--- src/rtl/conv_accumulator_pkg.sv ---
// conv_accumulator_pkg
// Shared definitions for the convolution accumulator slice.
//   CONV_ALU_OP    ALU opcode whose Result carries partial convolution sums
//   SAT_MAX/MIN    32-bit signed saturation bounds applied to finished pixels
//   DEFAULT_*      default accumulator width and output FIFO depth
//   acc_state_t    accumulator FSM states
//   pixel_t        one FIFO entry: saturation flag plus pixel value
package conv_accumulator_pkg;

    localparam logic [2:0]  CONV_ALU_OP   = 3'b111;
    localparam logic [31:0] SAT_MAX       = 32'h7FFF_FFFF;
    localparam logic [31:0] SAT_MIN       = 32'h8000_0000;
    localparam int          DEFAULT_ACC_W = 40;
    localparam int          DEFAULT_DEPTH = 4;

    typedef enum logic {
        ST_IDLE = 1'b0,
        ST_ACC  = 1'b1
    } acc_state_t;

    typedef struct packed {
        logic        sat;
        logic [31:0] data;
    } pixel_t;

    // A configured length of zero still means one partial per pixel.
    function automatic logic [3:0] effective_len(input logic [3:0] len);
        return (len == 4'd0) ? 4'd1 : len;
    endfunction

endpackage

--- src/rtl/conv_accumulator_sync_fifo.sv ---
// sync_fifo
// Single-clock FIFO holding finished pixels until the writeback stage takes them.
//   clk, rst     clock and asynchronous active-low reset
//   flush        synchronous empty; wins over a same-cycle push or pop
//   push, wdata  write request (ignored when full)
//   pop, rdata   read request (ignored when empty); rdata shows the head entry
//   full, empty  occupancy flags
//   count        number of occupied entries
module sync_fifo
    import conv_accumulator_pkg::*;
#(
    parameter int WIDTH = 33,
    parameter int DEPTH = DEFAULT_DEPTH
) (
    input  logic                       clk,
    input  logic                       rst,
    input  logic                       flush,
    input  logic                       push,
    input  logic [WIDTH-1:0]           wdata,
    input  logic                       pop,
    output logic [WIDTH-1:0]           rdata,
    output logic                       full,
    output logic                       empty,
    output logic [$clog2(DEPTH):0]     count
);

    localparam int PW = $clog2(DEPTH);
    localparam int CW = PW + 1;

    logic [WIDTH-1:0] mem_q [DEPTH];
    logic [PW-1:0]    wptr_q, wptr_d;
    logic [PW-1:0]    rptr_q, rptr_d;
    logic [CW-1:0]    count_q, count_d;
    logic             do_push;
    logic             do_pop;

    assign full    = (count_q == CW'(DEPTH));
    assign empty   = (count_q == '0);
    assign count   = count_q;
    assign rdata   = mem_q[rptr_q];
    assign do_push = push & ~full & ~flush;
    assign do_pop  = pop & ~empty & ~flush;

    // Pointers wrap naturally because DEPTH is a power of two.
    always_comb begin
        wptr_d  = wptr_q;
        rptr_d  = rptr_q;
        count_d = count_q;
        if (flush) begin
            wptr_d  = '0;
            rptr_d  = '0;
            count_d = '0;
        end else begin
            if (do_push) wptr_d = wptr_q + PW'(1);
            if (do_pop)  rptr_d = rptr_q + PW'(1);
            case ({do_push, do_pop})
                2'b10:   count_d = count_q + CW'(1);
                2'b01:   count_d = count_q - CW'(1);
                default: count_d = count_q;
            endcase
        end
    end

    always_ff @(posedge clk or negedge rst) begin
        if (!rst) begin
            wptr_q  <= '0;
            rptr_q  <= '0;
            count_q <= '0;
        end else begin
            wptr_q  <= wptr_d;
            rptr_q  <= rptr_d;
            count_q <= count_d;
        end
    end

    // Storage needs no reset: entries are only observed while counted as occupied.
    always_ff @(posedge clk) begin
        if (do_push) mem_q[wptr_q] <= wdata;
    end

endmodule

--- src/rtl/conv_accumulator.sv ---
// conv_accumulator
// Sums cfg_len consecutive 32-bit signed partial convolution sums into one pixel,
// saturates to 32 bits, optionally applies ReLU and queues the pixel for writeback.
//   clk, rst            clock and asynchronous active-low reset
//   clear               synchronous flush of partial sum, beat count and FIFO
//   cfg_len, cfg_relu   group length (0 means 1) and ReLU enable, latched on a group's first beat
//   in_valid/in_ready   input handshake, in_data is the partial sum
//   out_valid/out_ready output handshake, out_data/out_sat describe the FIFO head
//   busy                a group is partially accumulated
//   fifo_cnt            occupied FIFO entries
module conv_accumulator
    import conv_accumulator_pkg::*;
#(
    parameter int ACC_W = DEFAULT_ACC_W,
    parameter int DEPTH = DEFAULT_DEPTH
) (
    input  logic                   clk,
    input  logic                   rst,
    input  logic                   clear,
    input  logic [3:0]             cfg_len,
    input  logic                   cfg_relu,
    input  logic                   in_valid,
    output logic                   in_ready,
    input  logic [31:0]            in_data,
    output logic                   out_valid,
    input  logic                   out_ready,
    output logic [31:0]            out_data,
    output logic                   out_sat,
    output logic                   busy,
    output logic [$clog2(DEPTH):0] fifo_cnt
);

    localparam logic signed [ACC_W-1:0] SUM_MAX = ACC_W'($signed(SAT_MAX));
    localparam logic signed [ACC_W-1:0] SUM_MIN = ACC_W'($signed(SAT_MIN));

    acc_state_t              state_q, state_d;
    logic signed [ACC_W-1:0] acc_q, acc_d;
    logic [3:0]              cnt_q, cnt_d;
    logic [3:0]              len_q, len_d;
    logic                    relu_q, relu_d;

    logic signed [ACC_W-1:0] beat_ext;
    logic signed [ACC_W-1:0] fin_sum;
    logic                    fin_relu;
    logic                    push;
    pixel_t                  fin_pix;
    pixel_t                  head_pix;
    logic                    fifo_full;
    logic                    fifo_empty;
    logic                    accept;
    logic [3:0]              first_len;

    // The FIFO-full term is deliberately applied to every beat, even non-final ones.
    assign in_ready  = ~fifo_full & ~clear;
    assign accept    = in_valid & in_ready;
    assign beat_ext  = ACC_W'($signed(in_data));
    assign first_len = effective_len(cfg_len);
    assign busy      = (state_q == ST_ACC);
    assign out_valid = ~fifo_empty;
    assign out_data  = out_valid ? head_pix.data : '0;
    assign out_sat   = out_valid & head_pix.sat;

    // Group sequencing: the first beat latches the configuration, the beat that
    // completes the group hands its sum to the finalize logic for a same-cycle push.
    always_comb begin
        state_d  = state_q;
        acc_d    = acc_q;
        cnt_d    = cnt_q;
        len_d    = len_q;
        relu_d   = relu_q;
        push     = 1'b0;
        fin_sum  = beat_ext;
        fin_relu = relu_q;
        if (clear) begin
            state_d = ST_IDLE;
            acc_d   = '0;
            cnt_d   = '0;
        end else if (accept) begin
            case (state_q)
                ST_IDLE: begin
                    len_d  = first_len;
                    relu_d = cfg_relu;
                    if (first_len == 4'd1) begin
                        push     = 1'b1;
                        fin_sum  = beat_ext;
                        fin_relu = cfg_relu;
                    end else begin
                        acc_d   = beat_ext;
                        cnt_d   = 4'd1;
                        state_d = ST_ACC;
                    end
                end
                ST_ACC: begin
                    if (cnt_q + 4'd1 == len_q) begin
                        push    = 1'b1;
                        fin_sum = acc_q + beat_ext;
                        acc_d   = '0;
                        cnt_d   = '0;
                        state_d = ST_IDLE;
                    end else begin
                        acc_d = acc_q + beat_ext;
                        cnt_d = cnt_q + 4'd1;
                    end
                end
                default: state_d = ST_IDLE;
            endcase
        end
    end

    // ReLU acts on the already-saturated value, so a negative clamp keeps its sat flag.
    always_comb begin
        fin_pix.sat  = 1'b0;
        fin_pix.data = fin_sum[31:0];
        if (fin_sum > SUM_MAX) begin
            fin_pix.sat  = 1'b1;
            fin_pix.data = SAT_MAX;
        end else if (fin_sum < SUM_MIN) begin
            fin_pix.sat  = 1'b1;
            fin_pix.data = SAT_MIN;
        end
        if (fin_relu && fin_pix.data[31]) fin_pix.data = '0;
    end

    always_ff @(posedge clk or negedge rst) begin
        if (!rst) begin
            state_q <= ST_IDLE;
            acc_q   <= '0;
            cnt_q   <= '0;
            len_q   <= 4'd1;
            relu_q  <= 1'b0;
        end else begin
            state_q <= state_d;
            acc_q   <= acc_d;
            cnt_q   <= cnt_d;
            len_q   <= len_d;
            relu_q  <= relu_d;
        end
    end

    sync_fifo #(
        .WIDTH ($bits(pixel_t)),
        .DEPTH (DEPTH)
    ) u_fifo (
        .clk   (clk),
        .rst   (rst),
        .flush (clear),
        .push  (push),
        .wdata (fin_pix),
        .pop   (out_valid & out_ready),
        .rdata (head_pix),
        .full  (fifo_full),
        .empty (fifo_empty),
        .count (fifo_cnt)
    );

endmodule

--- config.mk ---
export PLATFORM = sky130hd
export DESIGN_NAME = conv_accumulator
export DESIGN_NICKNAME = d
export VERILOG_FILES = /design/src/rtl/conv_accumulator_pkg.sv /design/src/rtl/conv_accumulator_sync_fifo.sv /design/src/rtl/conv_accumulator.sv
export SDC_FILE = /design/constraint.sdc
export NUM_CORES = 1
export LEC_CHECK = 0
export ABC_CLOCK_PERIOD_IN_PS = 4300
export BUFFER_PORTS_ARGS = -buffer_cell sky130_fd_sc_hd__buf_2
export CAP_MARGIN = 20
export CORE_ASPECT_RATIO = 0.7
export CORE_MARGIN = 4
export CORE_UTILIZATION = 40
export CTS_CLUSTER_DIAMETER = 30
export DETAILED_ROUTE_END_ITERATION = 10
export GPL_TIMING_DRIVEN = 0
export MAX_ROUTING_LAYER = met4
export PLACE_DENSITY = 0.57
export SYNTH_ARGS = -nofsm -noshare
export SYNTH_HDL_FRONTEND = slang
export SYNTH_SLANG_ARGS = --single-unit
--- constraint.sdc ---
create_clock -name clk -period 4.3 [get_ports clk]
set_clock_uncertainty 0.15 [all_clocks]
set_input_delay 0.43 -clock clk [delete_from_list [all_inputs] [get_ports clk]]
set_output_delay 0.43 -clock clk [all_outputs]
set_load 0.02 [all_outputs]
======== Yosys cells after proc, flatten, opt, wreduce, memory -nomap -nowiden ========
Memory sizes are Yosys's and may differ from the RTL's.
Cells that the tools add are included.
word-level totals
  word-level logic and storage cells ...... 85
  memories kept ........................... 1
  register bits after elaboration ......... 57
  memory bits (writable) .................. 132
  input port bits ......................... 42
memory list
  name          depth  bits a word  rd ports  clocked after Yosys merged registers in  write ports  line                              source
  u_fifo.mem_q  4      33           1         0                                        1            conv_accumulator_sync_fifo.sv:30  logic [WIDTH-1:0] mem_q [DEPTH];
operators by class
  reduce and logical (&&, ||, !) cells .... 9
  equal/unequal tests ..................... 6
  $lt $le $gt $ge ......................... 2
  multiplexer cells ....................... 41
  add/subtract/negate cells ............... 6
  bitwise operators ....................... 12
operator list
  cell                                                              count
  two-way mux 40 bit                                                7
  one-hot mux 40 bit (2 select lines)                               2
  two-way mux 33 bit                                                2
  two-way mux 32 bit                                                2
  adder 40 x 32 -> 40 bit                                           1
  greater-than comparator 40 x 32 -> 1 bit (second input constant)  1
  less-than comparator 40 x 32 -> 1 bit (second input constant)     1
  two-way mux 4 bit                                                 5
  two-way mux 1 bit                                                 14
  AND 1 bit                                                         8
  two-way mux 2 bit                                                 4
  one-hot mux 4 bit (2 select lines)                                1
  one-hot mux 3 bit (2 select lines)                                1
  nonzero test 2 bit                                                3
  adder 2 x 1 -> 2 bit (second input constant)                      2
  adder 4 x 1 -> 4 bit (second input constant)                      1
  == test 4 x 1 -> 1 bit (second input constant)                    1
  == test 4 bit                                                     1
  zero test 4 bit                                                   1
  inverter 1 bit                                                    4
  one-hot mux 1 bit (2 select lines)                                2
  adder 3 x 1 -> 3 bit (second input constant)                      1
  == test 3 bit (second input constant)                             1
  zero test 3 bit                                                   1
  9 further kinds                                                   9

======== Logic depth before layout (Yosys ltp) ========
Gate-level depths: netlist (run 1).
  depth in word-level cells ............... 12
  gate-level depth with buffers ........... 13
  depth with buffers taken out ............ 12

======== Cells and area by module ========
From an unflattened synthesis (run 1), not the netlist that was laid out.
unflattened totals
  cell total of the unflattened synthesis .. 977
  area total of the unflattened synthesis .. 11330.9 um^2
by module, submodules not included
  module            area an instance (um^2)  cells each  instances
  conv_accumulator  6007.0                   740         1
  sync_fifo         5323.9                   237         1

======== Least setup slack after synthesis (run 1) ========
No wires, ideal clock.
  path kind ............................... in2reg
  start point ............................. input in_data[0]
  end point ............................... memory u_fifo.mem_q[0][10] (data pin)
  data arrival time ....................... 3484 ps
  required time ........................... 3991 ps
  slack ................................... 506 ps
  stages .................................. 13
  library setup time ...................... 159 ps
  path through ............................ ha_1 fa_1 a21o_1 a311o_1 a311oi_4 o31ai_2 a311oi_2 xnor2_1 nand4b_2 nor4_4 a211oi_4 buf_6 o21ai_2
RTL lines
  item                line                              source
  start: declaration  conv_accumulator.sv:24            input logic [31:0] in_data,
  end: declaration    conv_accumulator_sync_fifo.sv:30

==> metrics.md, run 1 <==
| Metric | Value |
|---|---|
| Status | finished, final reports clean |
| TritonRoute pass-1 iters | 5 |
| P&R area growth vs syn | 17.2% |
| Slew margin rel. | about a third |
| Commonest non-fill, non-tap cell in the layout | edfxtp_1 |
| Die area | ~0.030 sq mm |
| Clock network power share | a little under a quarter |
| H-tree Lvls | 4 |
| Worst skew pair latency | around 0.44 ns |
| IO Port Bufs | 80 |
| Worst Hold Margin | 0.0882 ns |
| Seq/Total Area, Yosys | 50.0% |
| Tmin final | just over 4 ns |
| # rows | 49 |
| Tot Pwr | around 6.7 mW |
| Vias per inst | 5.49 |
| Top-area cell type share of the netlist area | 36.7% |
| RSZ-0062 raised after global routing | no |
| Die height | roughly 150 microns |
| Post-synth cell types | between 60 and 70 |
| Fin. Hold Viols | 0 |
| Crit Path Max Fanout | 10 |
| Startpoint types | flop |
| Finished Layout Cells | approximately 1400 |
| Number of synthesized register bits | ~190 |
| Crit path buffers/inverters | 2 |
| Combinational share of power | 43.1% |
| Largest cells by area after synthesis | edfxtp_1, dfrtp_1, mux4_2 |
| Via count | 7633 |
| Clock buffer count from CTS | 17 |
| Max Slew Vio Count | 0 |
| Clock buffer depth | 2 |
| HP Class | input port to flop |
| Cell count after synthesis | 911 |
| Flop pwr share | between 30% and 40% |
| Routability cong. | 0.906 |
| Slew at the pin with the worst max-slew slack | 0.994 ns |
| MaxCap Viol Count | 0 |
| Area after DPL | 0.0117 sq mm |
| Fmax | 242 MHz |
| Final setup viols | 0 |
| Peak VDD IR | between 0.0003 and 0.0004 V |
| Psw | approximately 2.6 mW |
| Crit path kind | flop to flop |
| Root buf cell | clkbuf_16 |
| Fin crit share | 96.1% |
| Largest delay share family, worst path | compound AO/OA/AOI/OAI gates |
| FILL cells | 2430 |
| Initial DRC count | around 520 |
| Slowest stage delay, CP | 0.45 ns |
| Post-DR wirelength/cell | 19.7 microns |
| Biggest area consumer among synthesized cells | edfxtp_1 |
| Yosys Warn Count | 0 |
| Pleak | 4.98 nW |
| Syn_nets | about 1000 |
| FFs w/ async S/R, synth | a little under a third |
| IO Pins | between 80 and 90 |
| Fin Setup TNS | 0 ns |
| Antenna viol nets, final | 0 |
| Core ar. | around 0.026 sq mm |
| Critical Path RT | ~4.3 ns |
| GRT Residual Overflow | 0 |
| GRT Util Overall | roughly a fifth |
| Final Cell Area | 0.0126 sq mm |
| Largest net degree at the start of global routing | just under 60 |
| Horiz. Die Dim | 204 microns |
| Clk slew on worst S/H paths | 0.08 ns |
| Initial core utilization | between 40% and 50% |
| Clock sinks | roughly 190 |
| Mapped Avg Cell Area | approximately 12 sq um |
| DP HPWL | slightly above 20000 microns |
| Most frequent cells in the layout | edfxtp_1, nand2_1, buf_2 |
| Critical path data arrival time | between 4 and 5 ns |
| Number of nets in the layout | around 1100 |
| Mapped Area | between 0.01 and 0.015 sq mm |
| Post-synth EDFFs | about 130 |
| Slowest stage cell, crit path | a211oi_4 |
| DRC viols | 0 |
| Power density over cell area | 530 mW/mm^2 |
| P_int | ~4.1 mW |
| Layout cell share with drive strength beyond 1 | between 20% and 30% |
| CP endpoint kind | flop |
| Antenna violations before repair | 1 |
| First-pass GRT wire length | 43300 microns |
| Vias in the first global route | 7484 |
| Routed wire length | 27300 microns |
| Ys flop type | edfxtp_1 |
| Clock tree from TritonCTS | done |
| Inst Count DP | 1352 |
| Sequence of cells on the critical path | ha_1, fa_2, a21o_1, a311o_1, a311oi_4, buf_6, o31ai_2, a311oi_2, xnor2_2, nand4b_2, nor4_4, a211oi_4, buf_8, o21ai_4 |
| Switching part of the total | approximately 39% |
what timing repair did:
action                                  in CTS  in global routing
cloned                                       0                  0
buffers inserted                             2                  2
resized for setup                            0                 51
hold buffers                                 1                  0
endpoints found under the setup margin     124                124
pin swaps                                    1                  6
hold endpoints to repair                    56                  0
registers in the layout, indices dropped and copies added, names as in the netlist:
register and cells:
u_fifo.wptr_q 2, u_fifo.count 3, acc_q 40, u_fifo.rptr_q 2, busy 1, u_fifo.mem_q 132, relu_q 1, len_q 4
cnt_q 4
layer usage:
layer,vias up,global-route usage (%),share of wire [%]
li1,3631,-,-
met1,3788,29.7,52
met4,0,3.95,0.87
met3,16,2.92,4.8
met5,-,-,0
met2,198,26.7,42
final cells by class:
class | instances | area [sq um] | area share [%]
timing repair buffer | 89 | 527 | 4.17
buffer | 47 | 240 | 1.90
clock buffer | 18 | 429 | 3.39
clock inverter | 14 | 136 | 1.08
tap | 357 | 447 | 3.53
inverter | 15 | 56.3 | 0.445
antenna | 1 | 2.50 | 0.0198
multi-input combinational | 660 | 5420 | 42.8
sequential | 189 | 5390 | 42.6
worst paths after layout:
check | from | end | slack, ns | cells after the start
setup / recovery | acc_q[0]$_DFFE_PN0P_ | u_fifo.mem_q[1][16]$_DFFE_PP_ | 0.17 | 14
hold / removal | cfg_len[2] | len_q[2]$_DFFE_PN0P_ | 0.09 | 2
setup reg to reg | acc_q[0]$_DFFE_PN0P_ | u_fifo.mem_q[1][16]$_DFFE_PP_ | 0.17 | 14
hold reg to reg | acc_q[8]$_DFFE_PN0P_ | acc_q[8]$_DFFE_PN0P_ | 0.34 | 2
max in group asynchronous | rst | acc_q[15]$_DFFE_PN0P_ | 3.00 | 2
min in group asynchronous | rst | len_q[3]$_DFFE_PN0P_ | 0.46 | 2
Yosys cell counts, types with 2 or more instances:
library cell	instances
edfxtp_1	132
nand2_1	88
mux2i_1	63
o21ai_0	62
dfrtp_1	56
a21oi_1	52
ha_1	44
nor2_1	43
and2_1	41
clkbuf_1	35
mux4_2	33
o21ai_2	31
xnor2_1	29
xor2_1	19
inv_1	15
nand3_1	15
a21o_1	14
nand4_1	14
nor3_1	14
a211oi_1	10
o211ai_1	8
a31oi_1	6
buf_1	6
mux2_2	6
o21bai_1	6
nor2b_1	5
or3_1	5
nor4_1	4
o21ai_1	4
and3_1	3
buf_6	3
clkbuf_4	3
nand2b_1	3
o21a_1	3
a2111oi_0	2
a21boi_0	2
fa_1	2
nand3b_1	2
nor3b_1	2
o311ai_2	2
o31ai_2	2
cells by family after synthesis:
family,share of synthesized area [%]
and+or+nand+nor,11.2
buffers and inverters,2.47
DFF,50.0
AOI/OAI and AO/OA,13.5
adders and majority gates,5.47
muxes,13.4
xor gates and xnor gates,4.05
power groups by stage:
stage	sequential, mW	combinational [mW]	clock (mW)
3_3_place_gp	2.31	2.74	0
5_1_grt	2.30	3.19	1.64
2_1_floorplan	2.30	2.02	0
6_report	2.28	2.89	1.54
4_1_cts	2.28	2.79	1.56
3_5_place_dp	2.31	2.77	0
through the flow:
step | utilization (%) | setup slack, ns
finish | 48.4 | 0.169
detailed placement | 44.9 | -0.291
CTS | 47.2 | 0.0373
floorplan | - | 0.506
global route | 48.4 | 0.0272
global placement | 44.6 | -0.285
(Power assumes the default switching activity.)
==> inputs of run 2 (changes only) <==
--- a/constraint.sdc
+++ b/constraint.sdc
@@ -4,2 +4,2 @@
 set_output_delay 0.43 -clock clk [all_outputs]
-set_load 0.02 [all_outputs]
+set_load 0.1 [all_outputs]
==> metrics.md, run 2 (same netlist as run 1, synthesis figures left out) <==
| Metric | Value |
|---|---|
| Final WS setup | between 0.1 and 0.15 ns |
| Initial core utilization | around two fifths |
| Vias per inst | about 5.4 |
| Inst Count DP | about 1400 |
| MaxCap Viol Count | 0 |
| Top flop regs | u_fifo.mem_q (132), acc_q (40) |
| Largest reg by FF count | u_fifo.mem_q |
| H-tree Lvls | 4 |
| Die area | between 0.02 and 0.03 sq mm |
| Max Slew Vio Count | 0 |
| Core ar. | about 0.026 sq mm |
| # rows | 49 |
| Fin Setup TNS | 0 ns |
| P&R area growth vs syn | 16.2% |
| Number of nets in the layout | 1108 |
| Max reg flops | between 100 and 150 |
| HP Class | input port to flop |
| Via count | 7547 |
| Slew margin rel. | approximately 38% |
| Final setup viols | 0 |
| FILL cells | ~2400 |
| GRT Util Overall | 19.0% |
| RSZ-0062 raised after global routing | no |
| Most frequent cells in the layout | edfxtp_1, nand2_1, buf_2 |
| Register area | 0.00539 sq mm |
| Post-DR wirelength/cell | ~19 microns |
| IO Port Bufs | 80 |
| Worst Hold Margin | 0.0788 ns |
| IO Pins | around 80 |
| Clock buffer count from CTS | 17 |
| Largest net degree at the start of global routing | between 50 and 60 |
| Clk slew on worst S/H paths | approximately 0.080 ns |
| Tot Pwr | 7.53 mW |
| DP HPWL | 19900 microns |
| Clock buffer depth | 2 |
| Clock tree from TritonCTS | done |
| Antenna violations before repair | 1 |
| Critical path data arrival time | 4.28 ns |
| Psw | around 3.5 mW |
| DRC viols | 0 |
| Pleak | about 5.0 nW |
| Vias in the first global route | between 7000 and 8000 |
| Worst skew pair latency | around 0.45 ns |
| Fin crit share | roughly 97% |
| Flop pwr share | 30.2% |
| Finished Layout Cells | between 1000 and 1500 |
| Switching part of the total | a little under half |
| Crit path kind | flop to flop |
| Critical Path RT | approximately 4.4 ns |
| CP endpoint kind | flop |
| Slew at the pin with the worst max-slew slack | around 0.94 ns |
| Initial DRC count | between 400 and 500 |
| Routed wire length | 26600 microns |
| Crit Path Max Fanout | 10 |
| Area after DPL | 0.0117 sq mm |
| Startpoint types | flop |
| Die height | 145 microns |
| Status | finished, final reports clean |
| Pre-CTS setup slack | -0.238 ns |
| GRT Residual Overflow | 0 |
| Layout cell share with drive strength beyond 1 | 21.5% |
| Root buf cell | clkbuf_16 |
| Fin. Hold Viols | 0 |
| Area occupied by multi-input gates | around 0.0053 sq mm |
| First-pass GRT wire length | roughly 43000 microns |
| Horiz. Die Dim | 204 microns |
| Power density over cell area | between 600 and 700 mW/mm^2 |
| Fmax | approximately 240 MHz |
| TritonRoute pass-1 iters | 5 |
| P_int | about 4.1 mW |
| Final core occ | 48.0% |
| Antenna viol nets, final | 0 |
| Tmin final | 4.16 ns |
| Clock network power share | between 20% and 30% |
| Routability cong. | about 0.87 |
| Combinational share of power | between 40% and 50% |
| Commonest non-fill, non-tap cell in the layout | edfxtp_1 |
| Peak VDD IR | between 0.0004 and 0.0005 V |
| Final Cell Area | ~0.013 sq mm |
| Clock sinks | between 150 and 200 |
run 2: changes by cell type in the layout (fill, tap and decap cells not counted), moves of 2 or more:
cell and change:
o21ai_4 -17, o21ai_2 +16, buf_8 -5, inv_6 +5
clkinvlp_4 -3, a21oi_1 -2, a21oi_2 +2, buf_12 +2
buf_6 +2
run 2: layout make-up:
cell class	count	share of cell area, %
clock buffers	18	3.50
flip-flops and latches	189	43.0
diodes	1	0.0200
inverters	15	0.449
clock inverters	14	1.15
multi-input cells	660	42.2
repair buffers	90	4.43
well taps	357	3.56
plain buffers	47	1.71
run 2: metal layers:
layer | routed length [microns] | global-route usage [%] | part of all wire [%]
met1 | 13900 | 28.9 | 52
met2 | 11400 | 26.9 | 43
met3 | 1160 | 3.70 | 4.3
met4 | 160 | 3.01 | 0.60
met5 | 0 | - | 0
run 2: what timing repair did:
item                                    4_1_cts  5_1_grt
pin swaps                                     1        5
setup buffers                                 1        4
gates resized for setup                       0       23
endpoints found under the hold margin        56        0
hold buffers                                  1        0
endpoints found under the setup margin      114      124
run 2: power groups by stage:
| stage | Sequential, mW | Clock (mW) | Combinational [mW] |
|---|---|---|---|
| after floorplan | 2.36 | 0 | 2.85 |
| after global placement | 2.32 | 0 | 3.61 |
| after detailed placement | 2.32 | 0 | 3.63 |
| after CTS | 2.28 | 1.59 | 3.65 |
| after global routing | 2.30 | 1.68 | 4.02 |
| final | 2.28 | 1.55 | 3.70 |
run 2: worst paths after layout:
| kind | start | end | slack (ns) | cells past startpoint |
|---|---|---|---|---|
| max reg2reg | acc_q[0]$_DFFE_PN0P_ | u_fifo.mem_q[2][26]$_DFFE_PP_ | 0.14 | 15 |
| max | acc_q[0]$_DFFE_PN0P_ | u_fifo.mem_q[2][26]$_DFFE_PP_ | 0.14 | 15 |
| min in group asynchronous | rst | acc_q[6]$_DFFE_PN0P_ | 0.45 | 2 |
| min | cfg_len[3] | len_q[3]$_DFFE_PN0P_ | 0.08 | 2 |
| max in group asynchronous | rst | acc_q[0]$_DFFE_PN0P_ | 3.04 | 2 |
| min reg2reg | acc_q[30]$_DFFE_PN0P_ | acc_q[30]$_DFFE_PN0P_ | 0.34 | 2 |
run 2: critical path: stages (launching register included):
cell and delay (ns):
dfrtp_1 0.38, ha_1 0.22, fa_1 0.42, a21o_1 0.23, a311o_1 0.39, a311oi_4 0.30
buf_12 0.16, o21ai_2 0.08, a21o_4 0.24, mux2i_1 0.21, nand4_1 0.17, nor4_4 0.36
a211oi_4 0.12, buf_12 0.15, buf_6 0.15, o21ai_2 0.23
